[config.mk]
export PLATFORM = sky130hd
export DESIGN_NAME = counter_monitor_flat
export DESIGN_NICKNAME = d
export VERILOG_FILES = /design/src/rtl/counter_monitor_if.sv /design/src/rtl/counter_monitor.sv /design/src/flat_wrapper.sv
export SDC_FILE = /design/constraint.sdc
export NUM_CORES = 1
export LEC_CHECK = 0
export ABC_AREA = 1
export BUFFER_PORTS_ARGS = -buffer_cell sky130_fd_sc_hd__buf_4
export CORE_MARGIN = 1
export CORE_UTILIZATION = 50
export CTS_CLUSTER_SIZE = 8
export DETAILED_ROUTE_END_ITERATION = 8
export HOLD_SLACK_MARGIN = 0.03
export PLACE_DENSITY = 0.77
export RECOVER_POWER = 25
export SLEW_MARGIN = 10
export SYNTH_ARGS = -nofsm -noshare
export SYNTH_HDL_FRONTEND = slang
export SYNTH_SLANG_ARGS = --single-unit
export TNS_END_PERCENT = 20
[constraint.sdc]
create_clock -name clk -period 4.3 [get_ports clk]
set_clock_uncertainty 0.1 [all_clocks]
set_input_delay 0.215 -clock clk [delete_from_list [all_inputs] [get_ports clk]]
set_output_delay 0.215 -clock clk [all_outputs]
set_load 0.05 [all_outputs]
[src/rtl/counter_monitor_if.sv]
// Output bundle of the SAR bring-up sequencer: phase strobes plus the
// differential DAC bit lines (d1 = MSB).
interface counter_monitor_if;
  logic sample;
  logic comp_en;
  logic d1, d2, d3, d4, d5, d6;
  logic d1b, d2b, d3b, d4b, d5b, d6b;

  modport master (
    output sample, comp_en,
    output d1, d2, d3, d4, d5, d6,
    output d1b, d2b, d3b, d4b, d5b, d6b
  );

  modport slave (
    input sample, comp_en,
    input d1, d2, d3, d4, d5, d6,
    input d1b, d2b, d3b, d4b, d5b, d6b
  );
endinterface

[src/rtl/counter_monitor.sv]
// Free-running SAR-style frame sequencer for bring-up of a 6-bit cap-DAC slice.
// Each frame: SAMPLE_CYCLES of sample, six bit-trial steps revealing the test
// code MSB first, one hold cycle; the code then advances by CODE_STEP mod 64.
//
//  state  | meaning
//  -------+------------------------------------------------------------
//  IDLE   | post-reset; leaves on the first clock edge with rst_n high
//  SAMPLE | sample=1, bit lines cleared; down-counter times the phase
//  TRIAL  | comp_en=1; step k reveals d(k+1) = code[5-k]
//  HOLD   | full code on the bit lines for one cycle, then code advances
module counter_monitor #(
  parameter int SAMPLE_CYCLES = 2,
  parameter int CODE_STEP     = 1,
  parameter int CODE_INIT     = 0
) (
  input  logic              clk,
  input  logic              rst_n,
  counter_monitor_if.master mon_bus
);

  typedef enum logic [1:0] {IDLE, SAMPLE, TRIAL, HOLD} state_t;

  localparam logic [3:0] SAMPLE_LAST = 4'(SAMPLE_CYCLES - 1);
  localparam logic [5:0] STEP_V      = 6'(CODE_STEP);
  localparam logic [5:0] INIT_V      = 6'(CODE_INIT);

  state_t     r_state;
  logic [3:0] r_cnt;
  logic [2:0] r_step;
  logic [5:0] r_code;
  logic [5:0] r_d;
  logic       r_sample;
  logic       r_comp_en;

  // Bit position revealed when the trial step advances from r_step to r_step+1.
  logic [2:0] w_idx;
  assign w_idx = 3'd4 - r_step;

  // Frame sequencer: next state and registered outputs in one place.
  always_ff @(posedge clk or negedge rst_n) begin
    if (!rst_n) begin
      r_state   <= IDLE;
      r_cnt     <= 4'd0;
      r_step    <= 3'd0;
      r_code    <= INIT_V;
      r_d       <= 6'd0;
      r_sample  <= 1'b0;
      r_comp_en <= 1'b0;
    end else begin
      case (r_state)
        IDLE: begin
          r_state  <= SAMPLE;
          r_sample <= 1'b1;
          r_cnt    <= SAMPLE_LAST;
          r_d      <= 6'd0;
        end
        SAMPLE: begin
          if (r_cnt == 4'd0) begin
            r_state   <= TRIAL;
            r_sample  <= 1'b0;
            r_comp_en <= 1'b1;
            r_step    <= 3'd0;
            r_d       <= {r_code[5], 5'd0};
          end else begin
            r_cnt <= r_cnt - 4'd1;
          end
        end
        TRIAL: begin
          if (r_step == 3'd5) begin
            r_state   <= HOLD;
            r_comp_en <= 1'b0;
          end else begin
            r_step     <= r_step + 3'd1;
            r_d[w_idx] <= r_code[w_idx];
          end
        end
        HOLD: begin
          r_state  <= SAMPLE;
          r_sample <= 1'b1;
          r_cnt    <= SAMPLE_LAST;
          r_d      <= 6'd0;
          r_code   <= r_code + STEP_V;
        end
        default: r_state <= IDLE;
      endcase
    end
  end

  // Complements come straight off the bit registers, so dNb == ~dN even in reset.
  assign mon_bus.sample  = r_sample;
  assign mon_bus.comp_en = r_comp_en;
  assign mon_bus.d1      = r_d[5];
  assign mon_bus.d2      = r_d[4];
  assign mon_bus.d3      = r_d[3];
  assign mon_bus.d4      = r_d[2];
  assign mon_bus.d5      = r_d[1];
  assign mon_bus.d6      = r_d[0];
  assign mon_bus.d1b     = ~r_d[5];
  assign mon_bus.d2b     = ~r_d[4];
  assign mon_bus.d3b     = ~r_d[3];
  assign mon_bus.d4b     = ~r_d[2];
  assign mon_bus.d5b     = ~r_d[1];
  assign mon_bus.d6b     = ~r_d[0];

endmodule

[src/flat_wrapper.sv]
// flat-port wrapper written by rule: the top's interface ports become plain ports
module counter_monitor_flat 
#(
  parameter int SAMPLE_CYCLES = 2,
  parameter int CODE_STEP     = 1,
  parameter int CODE_INIT     = 0
)
  (clk, rst_n, mon_bus_sample, mon_bus_comp_en, mon_bus_d1, mon_bus_d2, mon_bus_d3, mon_bus_d4, mon_bus_d5, mon_bus_d6, mon_bus_d1b, mon_bus_d2b, mon_bus_d3b, mon_bus_d4b, mon_bus_d5b, mon_bus_d6b);
  counter_monitor_if mon_bus_i ();
  input  logic clk;
  input  logic rst_n;
  output wire logic [$bits(mon_bus_i.sample)-1:0] mon_bus_sample;
  output wire logic [$bits(mon_bus_i.comp_en)-1:0] mon_bus_comp_en;
  output wire logic [$bits(mon_bus_i.d1)-1:0] mon_bus_d1;
  output wire logic [$bits(mon_bus_i.d2)-1:0] mon_bus_d2;
  output wire logic [$bits(mon_bus_i.d3)-1:0] mon_bus_d3;
  output wire logic [$bits(mon_bus_i.d4)-1:0] mon_bus_d4;
  output wire logic [$bits(mon_bus_i.d5)-1:0] mon_bus_d5;
  output wire logic [$bits(mon_bus_i.d6)-1:0] mon_bus_d6;
  output wire logic [$bits(mon_bus_i.d1b)-1:0] mon_bus_d1b;
  output wire logic [$bits(mon_bus_i.d2b)-1:0] mon_bus_d2b;
  output wire logic [$bits(mon_bus_i.d3b)-1:0] mon_bus_d3b;
  output wire logic [$bits(mon_bus_i.d4b)-1:0] mon_bus_d4b;
  output wire logic [$bits(mon_bus_i.d5b)-1:0] mon_bus_d5b;
  output wire logic [$bits(mon_bus_i.d6b)-1:0] mon_bus_d6b;
  assign mon_bus_sample = mon_bus_i.sample;
  assign mon_bus_comp_en = mon_bus_i.comp_en;
  assign mon_bus_d1 = mon_bus_i.d1;
  assign mon_bus_d2 = mon_bus_i.d2;
  assign mon_bus_d3 = mon_bus_i.d3;
  assign mon_bus_d4 = mon_bus_i.d4;
  assign mon_bus_d5 = mon_bus_i.d5;
  assign mon_bus_d6 = mon_bus_i.d6;
  assign mon_bus_d1b = mon_bus_i.d1b;
  assign mon_bus_d2b = mon_bus_i.d2b;
  assign mon_bus_d3b = mon_bus_i.d3b;
  assign mon_bus_d4b = mon_bus_i.d4b;
  assign mon_bus_d5b = mon_bus_i.d5b;
  assign mon_bus_d6b = mon_bus_i.d6b;
  counter_monitor #(.SAMPLE_CYCLES(SAMPLE_CYCLES), .CODE_STEP(CODE_STEP), .CODE_INIT(CODE_INIT)) u_core (.clk(clk), .rst_n(rst_n), .mon_bus(mon_bus_i));
endmodule
* After elaboration in Yosys (flattened, before gate mapping)
Cells that the tools add are included.
Cells by class: add/sub/neg operators 4, eq/ne operators 8, bitwise logic cells 6, order comparisons 2, mux-type cells 21, reductions and logical operators 12
Operators by type and width (number):
- $pmux W6 S3 | 1
- $mux W6 | 2
- $pmux W4 S2 | 1
- $reduce_and A2 Y1 | 4
- $add A6 B1 Y6 const B | 1
- $bwmux W6 | 1
- $mux W3 | 2
- $not A1 Y1 | 6
- $pmux W2 S3 | 1
- $pmux W3 S2 | 1
- $reduce_and A3 Y1 | 2
- $mux W1 | 5
- $eq A2 B2 Y1 const B | 2
- $logic_not A4 Y1 | 1
- $lt A3 B4 Y1 const B | 1
- $mux W2 | 2
- $mux W4 | 1
- $ne A2 B1 Y1 const B | 2
- $ne A2 B2 Y1 const B | 2
- $pmux W1 S2 | 2
- $reduce_bool A2 Y1 | 2
- $sub A4 B1 Y4 const B | 1
- $add A3 B1 Y3 const B | 1
- $bmux W1 S3 | 1
- 8 further kinds | 8
Storage, ports and cells: output and inout port bits 14, word-level logic and storage cells 60, input port bits 2, register bits 23

* Longest topological paths before layout
word-level depth 8, depth in mapped cells 12, mapped depth without buffers 12

* Worst setup path after synthesis
Ideal clock, no wire load.
path kind flip-flop to flip-flop, start register u_core.r_step[0], end register u_core.r_d[1], arrival time 1.378 ns, cell stages (with the launch flop) 12, path slack 2.704 ns, buffers on the path 0, cell sequence dfrtp_1 -> inv_2 -> ha_1 -> inv_1 -> nand3_1 -> nand2_1 -> nand2_1 -> nand2_2 -> inv_2 -> nand2_1 -> nand2_1 -> nand2_1
Between the ends: cells in the longest elaborated chain, start to end 8, elaborated cells between the ends (all ways) 14, classes of those cells add/sub (1); order compare (2); eq/ne (2); mux (7); reduce/logical (2)
RTL lines:
- from (decl) | RTL line counter_monitor.sv:29 | logic [2:0] r_step;
- from (signal assigned) | RTL line counter_monitor.sv:73 | r_step <= r_step + 3'd1;
- $sub A3 B3 Y3 | RTL line counter_monitor.sv:37 | assign w_idx = 3'd4 - r_step;
- $lt A3 B4 Y1 (not written as such) / $ge A3 B1 Y1 (equally long branches) | RTL line counter_monitor.sv:74 | r_d[w_idx] <= r_code[w_idx];
- $logic_and A1 B1 Y1 (not written as such) | RTL line counter_monitor.sv:74
- $mux W1 (not written as such) | RTL line counter_monitor.sv:74
- $demux W1 S3
- $bwmux W6 | RTL line counter_monitor.sv:74
- $mux W6 | RTL line counter_monitor.sv:69 | if (r_step == 3'd5) begin
- $pmux W6 S3 | RTL line counter_monitor.sv:50 | case (r_state)
- to (signal assigned) | RTL line counter_monitor.sv:63 | r_d <= {r_code[5], 5'd0};
- to (signal, indexed assignment) | RTL line counter_monitor.sv:74
- to (decl) | RTL line counter_monitor.sv:31 | logic [5:0] r_d;
Several ways; a longest one is shown, not always the timed one. The select of a mux whose other input is x is not followed. A chain may end at the register's enable or synchronous reset.

* Worst setup path after layout
start register u_core.r_step[0], end register u_core.r_d[0]
The elaborated chain is that of the path after synthesis.

==> qor.yml <==
synthTopCellsByCount: "43 x nand2_1, 29 x inv_1, 23 x dfrtp_1, 10 x ha_1, 10 x o21ai_0"
clock_latency_ns: 0.31
timing.critical_path.mode_cell: "nand2_1"
start_util_pct: 54.1
grt_pass1_vias: 1145
arrival_ns: 2.13
tightest_slew_ns: 1.21
path_class: "reg2reg"
ys.flop_type: "dfrtp_1"
htreeDepth: 1
antenna_found_initial: 0
path_delay_family: "flip-flops"
drv_slew: 0
tns_ns: 0
n_fill_cell: 241
finalHoldViolations: 0
synthToLayoutAreaGrowth_pct: 12.8
ant_nets: 0
numCtsBuffers: 3
viasPerCell: 5.13
drtPass1Iterations: 4
initialDrtViolationCount: 19
synth_top_area_share_pct: 41.8
finalCriticalPeriod_ns: 2.00
synth_warnings: 0
cts_buffer_depth: 2
crit_slowest_cell: "dfrtp_1"
cts_sinks: 23
die_area_um2: 2970
cp.required_ns: 4.42
hp-class: "reg2reg"
vias: 1139
rsz0062_at_grt: "no"
fmax_mhz: 499
synth_top_cell_by_area: "dfrtp_1"
clk_transition_reported_paths_ns: 0.13
ios: 16
syn_area_um2: 1380
diodes: 0
route.detailed.drc: 0
root_buffer: "clkbuf_4"
cap_violations: 0
syn_avg_cell_area_um2: 7.96
fp-row-count: 18
peakVddDrop_uv: 162
grt_usage_pct: 21.6
ys_seq_elements: 23
netlist_instances: 173
grt_pass1_wl_mm: 4.56
grt_max_degree: 24
place_hpwl_mm: 2.06
place_area_um2: 1520
routed_wl_mm: 2.60
core_area_um2: 2540
tritoncts: "yes"
die-width_um: 54.5
layout.nets: 205
gp_congestion: 0.863
max_stage_delay_ns: 0.61
startpoint_type: "flop"
syn_nets: 185
p_leak_uw: 0.000835
timing.hold.ws_ns: 0.409
overflow: 0
outcome: "completed"
ys_seq_area_share_pct: 41.8
fin_crit_sh_pct: 46.6
critPathMaxFanout: 13
cp_num_buf_inv: 3
synth.most_common_cell: "nand2_1"
ys_types: 25
powerDensity_nw_per_um2: 208
wire_per_inst_um: 11.7
setup_viol: 0
io_buffers: 15
crit_path_end_kind: "flop"
maxSlewHeadroom_pct: 19.5
cp_cell_sequence: "inv_2, ha_1, inv_1, nand3_1, nand2_1, nand2_1, nand2_2, inv_2, nand2_1, nand2_1, nand2_1"
synth_edf_count: 0
drive_gt1_share_pct: 18.2
synthArstFlopShare_pct: 100
die_h_um: 54.5
design_area_um2: 1550
synth_area_leaders: "dfrtp_1 42%, nand2_1 12%, ha_1 9.1%, inv_1 7.9%, o21ai_0 3.6%"
==> metrics by stage <==
stage	total power [µW]	worst slack (ns)	util (%)	std cells
after floorplan	220	2.70	-	173
after global placement	225	2.41	59.7	217
after detailed placement	225	2.31	59.7	217
after CTS	325	2.29	61.2	222
after global routing	335	2.03	61.1	222
final	323	2.30	61.1	222
==> final timing paths <==
check | from | to | slack (ns) | depth (start not counted)
setup / recovery | u_core.r_step[0] | u_core.r_d[0] | 2.30 | 11
min in group asynchronous | rst_n | u_core.mon_bus.comp_en | 0.55 | 2
max in group asynchronous | rst_n | u_core.r_code[5] | 2.84 | 2
setup reg to reg | u_core.r_step[0] | u_core.r_d[0] | 2.30 | 11
hold / removal | u_core.r_code[3] | u_core.r_code[3] | 0.41 | 1
hold reg to reg | u_core.r_code[3] | u_core.r_code[3] | 0.41 | 1
==> power breakdown <==
group	internal, µW	switching [µW]
clock network	34.8	66.8
logic	0.779	4.05
registers	216	0
==> layer usage <==
metal / part of all wire [%] / track usage [%] / wire, µm / vias to the layer above
li1: - / - / - / 578
met1: 45 / 24.8 / 1160 / 541
met2: 52 / 38.6 / 1350 / 12
met3: 1.6 / 2.78 / 41 / 8
met4: 2.1 / 11.5 / 55 / 0
met5: 0 / 0 / 0 / -
==> layout by cell type (no fill, tap or decap), types with 2 or more instances in the layout <==
cell and count:
a21oi_1 6, buf_4 14, clkbuf_4 3, dfrtp_1 23, ha_1 10, inv_1 29
inv_2 4, nand2_1 43, nand2_2 5, nand2_4 2, nand3_1 8, nand4_1 2
nor2_1 8, nor3_1 3, o21a_1 2, o21ai_0 10, o21ai_2 2, o22ai_1 3
xnor2_1 2, xor2_1 4
==> flip-flops by register name (all words and copies together) (netlist names) <==
name                    cells
u_core.r_state              2
u_core.r_code               6
u_core.r_step               3
u_core.r_d                  6
u_core.r_cnt                4
u_core.mon_bus.comp_en      1
u_core.mon_bus.sample       1
==> cell families after synthesis <==
| kind of cell | count (synthesis) | synth area share (%) |
|---|---|---|
| flops | 23 | 41.8 |
| compound gates | 26 | 11.1 |
| fa+ha+maj | 10 | 9.08 |
| buf+inv | 34 | 9.54 |
| xor+xnor | 6 | 3.81 |
| simple gates | 74 | 24.7 |
==> area by class of cell <==
type	instances	area (µm²)	area share (%)
inverter	33	124	7.97
tap	30	37.5	2.42
multi-input combinational	116	671	43.2
sequential	23	576	37.0
timing repair buffer	16	119	7.65
clock buffer	3	22.5	1.45
clock inverter	1	5.00	0.322
==> repair_timing <==
action                                 in CTS  in global routing
buffers inserted                            0                  0
hold buffers                                1                  0
endpoints found under the hold margin      23                  0
gates resized for setup                     0                  0
No activity file was read; power rests on OpenSTA's default activity.
